===== config.mk =====
export PLATFORM = sky130hd
export DESIGN_NAME = tick_address_sequencer
export DESIGN_NICKNAME = d
export VERILOG_FILES = /design/src/rtl/tick_seq_pkg.sv /design/src/rtl/tick_edge_detect.sv /design/src/rtl/tick_address_sequencer.sv
export SDC_FILE = /design/constraint.sdc
export NUM_CORES = 1
export LEC_CHECK = 0
export CORE_MARGIN = 2
export CORE_UTILIZATION = 45
export DETAILED_ROUTE_END_ITERATION = 12
export PLACE_DENSITY = 0.81
export SYNTH_ARGS = -nofsm -noshare
export SYNTH_HDL_FRONTEND = slang
export SYNTH_HIERARCHICAL = 1
export SYNTH_SLANG_ARGS = --single-unit
export TNS_END_PERCENT = 30

===== constraint.sdc =====
create_clock -name Clk -period 2.2 [get_ports Clk]
set_input_delay 0.44 -clock Clk [delete_from_list [all_inputs] [get_ports Clk]]
set_output_delay 0.44 -clock Clk [all_outputs]
set_load 0.05 [all_outputs]

===== src/rtl/tick_seq_pkg.sv =====
// tick_seq_pkg
//   Shared definitions for the tick address sequencer:
//     state_t     - sequencer FSM states (IDLE, RUN)
//     ADDR_W_DEF  - default address width
package tick_seq_pkg;

   localparam int ADDR_W_DEF = 5;

   typedef enum logic {
      IDLE = 1'b0,
      RUN  = 1'b1
   } state_t;

endpackage


===== src/rtl/tick_edge_detect.sv =====
// tick_edge_detect
//   Registers the raw Enable level and emits a single-cycle Tick on each
//   0->1 transition. A level held for many cycles produces one tick. The
//   tick comes out of registers, so it lags the Enable edge by one cycle.
//   Ports:
//     Clk    - system clock, rising edge
//     Reset  - synchronous active-high, clears both history registers
//     Enable - raw advance level from the timer
//     Tick   - one-cycle pulse per rising edge of Enable
module tick_edge_detect (
   input  logic Clk,
   input  logic Reset,
   input  logic Enable,
   output logic Tick
);

   logic en_q;   // Enable sampled this cycle
   logic en_qq;  // Enable sampled the cycle before

   always_ff @(posedge Clk) begin
      if (Reset) begin
         en_q  <= 1'b0;
         en_qq <= 1'b0;
      end else begin
         en_q  <= Enable;
         en_qq <= en_q;
      end
   end

   assign Tick = en_q & ~en_qq;

endmodule


===== src/rtl/tick_address_sequencer.sv =====
// tick_address_sequencer
//   Walks Address from a latched start to a latched end bound, one step per
//   tick, either once (Done pulse at the end) or repeatedly (Wrap pulse on
//   each reload). Direction, loop mode and bounds are captured at Start.
//   Build option: define TICK_EDGE_EN to count only rising edges of Enable
//   (one extra cycle of latency); otherwise every Enable=1 cycle is a tick.
//   Ports:
//     Clk, Reset          - clock and synchronous active-high reset
//     Enable              - advance tick from the timer
//     Start / Stop        - (re)start or abort a sequence; Stop wins
//     Loop, Dir           - repeat mode and count direction (1 = down)
//     StartAddr, EndAddr  - range bounds
//     Address             - registered current address
//     Busy                - high while running
//     Done, Wrap          - one-cycle completion / loop-restart pulses
module tick_address_sequencer
   import tick_seq_pkg::*;
#(
   parameter int ADDR_W = ADDR_W_DEF
) (
   input  logic              Clk,
   input  logic              Reset,
   input  logic              Enable,
   input  logic              Start,
   input  logic              Stop,
   input  logic              Loop,
   input  logic              Dir,
   input  logic [ADDR_W-1:0] StartAddr,
   input  logic [ADDR_W-1:0] EndAddr,
   output logic [ADDR_W-1:0] Address,
   output logic              Busy,
   output logic              Done,
   output logic              Wrap
);

   state_t            state;
   logic [ADDR_W-1:0] start_q;
   logic [ADDR_W-1:0] end_q;
   logic              loop_q;
   logic              dir_q;
   logic              tick;

`ifdef TICK_EDGE_EN
   tick_edge_detect u_edge (
      .Clk    (Clk),
      .Reset  (Reset),
      .Enable (Enable),
      .Tick   (tick)
   );
`else
   assign tick = Enable;
`endif

   always_ff @(posedge Clk) begin
      if (Reset) begin
         state   <= IDLE;
         Address <= '0;
         Busy    <= 1'b0;
         Done    <= 1'b0;
         Wrap    <= 1'b0;
         start_q <= '0;
         end_q   <= '0;
         loop_q  <= 1'b0;
         dir_q   <= 1'b0;
      end else begin
         // pulses default low so they last exactly one cycle
         Done <= 1'b0;
         Wrap <= 1'b0;
         case (state)
            IDLE: begin
               // ticks are ignored here, even one coincident with Start
               if (Start && !Stop) begin
                  start_q <= StartAddr;
                  end_q   <= EndAddr;
                  loop_q  <= Loop;
                  dir_q   <= Dir;
                  Address <= StartAddr;
                  Busy    <= 1'b1;
                  state   <= RUN;
               end
            end
            RUN: begin
               if (Stop) begin
                  // abort: Address holds, no pulse
                  Busy  <= 1'b0;
                  state <= IDLE;
               end else if (Start) begin
                  // restart overrides any coincident tick
                  start_q <= StartAddr;
                  end_q   <= EndAddr;
                  loop_q  <= Loop;
                  dir_q   <= Dir;
                  Address <= StartAddr;
               end else if (tick) begin
                  if (Address != end_q) begin
                     // modulo step, so ranges may cross zero in either direction
                     Address <= dir_q ? Address - ADDR_W'(1) : Address + ADDR_W'(1);
                  end else if (loop_q) begin
                     Address <= start_q;
                     Wrap    <= 1'b1;
                  end else begin
                     Done  <= 1'b1;
                     Busy  <= 1'b0;
                     state <= IDLE;
                  end
               end
            end
            default: begin
               Busy  <= 1'b0;
               state <= IDLE;
            end
         endcase
      end
   end

endmodule


==> impl_metrics.ini, run 1 <==
[run_status]
outcome = finished, final reports clean

[clocking]
cts_setup_buffers = 0
cts_resized = 0
cts_tree = yes
cts_max_path_buffers = 2
clk_latency_ns = 0.30
ctsHoldBuffers = 0
clkTransAtPathRegs_ns = 0.12
cts_sinks = 21
cts_root_buf = clkbuf_4
cts_made_buffers = 3
cts.htree.levels = 1

[global_route]
track_usage = 0.194
antenna_found_initial = 0
grt_max_degree = 24
use_met1 = 0.234
met2_usage = 0.333
overflow = 0
first_global_vias = 941
top_usage_layer = met2
use_met3 = 0.0141
grt_pass1_wl_mm = 3.94

[synth]
synthFlopType = dfxtp_1
synthArstFlopShare = 0
synth_edf_count = 0
synth_area_um2 = 1090
synth_cells = 132
ys_warn_count = 6
yosysSeqAreaShare = 0.386
synth_nets = 153
synth_seq_cells = 21
ys_types = 32
avgSynthCellArea_um2 = 8.25

[run]
cap_violations = 0

[timing]
rsz0062_at_grt = false
fmax_ghz = 0.476
min_period_over_period = 0.955
fin_crit_ns = 2.10
drv_slew = 0
setup_violations = 0
hold_viol_final = 0
fin_ws_ns = 0.0988
skew_ns = 0.00348
worst_pin_slew_ns = 0.497
setup_tns_ns = 0
relSlewSlack = 0.668

[floorplan]
dieWidth_um = 53.2
num_rows = 17
dieHeight_um = 53.2
ios = 25
coreArea_um2 = 2250
dieArea_um2 = 2830
start_util = 0.483

[setup_path]
cp-start-kind = register
cp_max_fo = 7
criticalPathCategory = reg -> out
cp_slowest_stage_delay_ns = 0.86
slowest_stage = clkdlybuf4s50_1
critPathArrivalTime_ns = 1.66
path_cells = clkdlybuf4s50_1
crit_buf_inv = 1
crit_family = buffers and inverters
rr_startpoint = Address[1]$_SDFFE_PP0P_
crit_start = Address[0]$_SDFFE_PP0P_
cp-end-kind = output port
crit_required_ns = 1.76

[layout]
syn_to_final_growth_pct = 28.6
fin_nets = 181
drive_above_1_share = 0.0818
final_common_cell = nand2_1
layout_common_cells = nand2_1 (30), clkdlybuf4s50_1 (24), dfxtp_1 (21)
diodes = 0

[power_and_ir_drop]
peakVddDrop_mv = 0.344
leakagePower_nw = 0.555
p_per_area_nw_per_um2 = 599

[routing]
wl_mm = 2.48
ant_nets = 0
drcViolationCount = 0
wl_per_cell_um = 13.2
dr_total_vias = 1000
drtPass1Iterations = 4
avgViaCountPerCell = 5.35
drt_iter0_drc = 23

[place]
pre_cts_ws_ns = 0.233
hpwl_mm = 1.93
gp_congestion = 0.772
port_buffers = 24

[worst_hold_path]
hold_path.class = reg -> reg
holdCritStartpoint = start_q[4]$_SDFFE_PP0P_
cell usage after synthesis, types with 3 or more instances:
cell type | count | area [um2]
nor2_1 | 9 | 33.8
clkbuf_1 | 4 | 15.0
xnor2_1 | 3 | 26.3
xor2_1 | 6 | 52.6
a21oi_1 | 18 | 90.1
dfxtp_1 | 21 | 420
ha_1 | 3 | 37.5
inv_1 | 3 | 11.3
a311oi_1 | 3 | 26.3
nand2_1 | 30 | 113
nand2b_1 | 4 | 25.0
report_power, final:
part           total (W)  internal [W]  switching [W]
clock network   0.000187     0.0000706       0.000117
logic           0.000231      0.000103       0.000128
registers       0.000421      0.000400      0.0000214
through the flow:
| step | hold WS (ns) | std cells | area (um2) | utilization | total power [W] |
|---|---|---|---|---|---|
| after floorplan | 0.431 | 132 | 1090 | - | 0.000577 |
| after global placement | 0.447 | 183 | 1370 | 0.609 | 0.000654 |
| after detailed placement | 0.448 | 183 | 1370 | 0.609 | 0.000660 |
| after CTS | 0.464 | 187 | 1400 | 0.621 | 0.000845 |
| after global routing | 0.484 | 187 | 1400 | 0.621 | 0.000882 |
| final | 0.469 | 187 | 1400 | 0.621 | 0.000839 |
state kept, by name, indices dropped and copies added, names as in the netlist:
register and flops:
loop_q 1, Done 1, end_q 5, Busy 1
Address 5, state 1, Wrap 1, dir_q 1
start_q 5
final timing paths:
check	cells after the start	to	slack, ns
min	2	start_q[4]$_SDFFE_PP0P_	0.47
max reg2reg	5	Wrap$_SDFF_PP0_	0.29
min reg2reg	2	start_q[4]$_SDFFE_PP0P_	0.47
max	1	Address[0]	0.1
area by class of cell:
type | count | area [um2]
sequential | 21 | 420
clock buffer | 4 | 26.3
inverter | 3 | 11.3
tap | 28 | 35.0
fill | 224 | 855
multi-input combinational | 103 | 637
timing repair buffer | 28 | 270
routing by layer:
metal	part of all wire	wire length [um]
met4	0.013	33
met2	0.51	1260
met1	0.44	1100
met5	0	0
met3	0.034	84
cells by family (layout without fill, tap and decap cells):
family / count (synthesis) / in the layout / share of synthesized area
and+or+nand+nor: 56 / 56 / 0.257
AOI/OAI and AO/OA: 33 / 33 / 0.193
DFF: 21 / 21 / 0.386
xor gates and xnor gates: 9 / 9 / 0.0724
buffers and inverters: 8 / 35 / 0.0287
adders and majority gates: 4 / 4 / 0.0529
muxes: 1 / 1 / 0.00920
(Power assumes the default switching activity.)
==> inputs of run 2 (changes only) <==
Settings changed: SKIP_CTS_REPAIR_TIMING set to 1.
==> results of run 2 <==
Same layout as run 1: the final DEF is identical, and so are final timing and power.
==> inputs of run 3 (changes only) <==
Settings changed: CTS_CLUSTER_DIAMETER set to 100.
==> results of run 3 <==
Same layout as run 1: the final DEF is identical, and so are final timing and power.
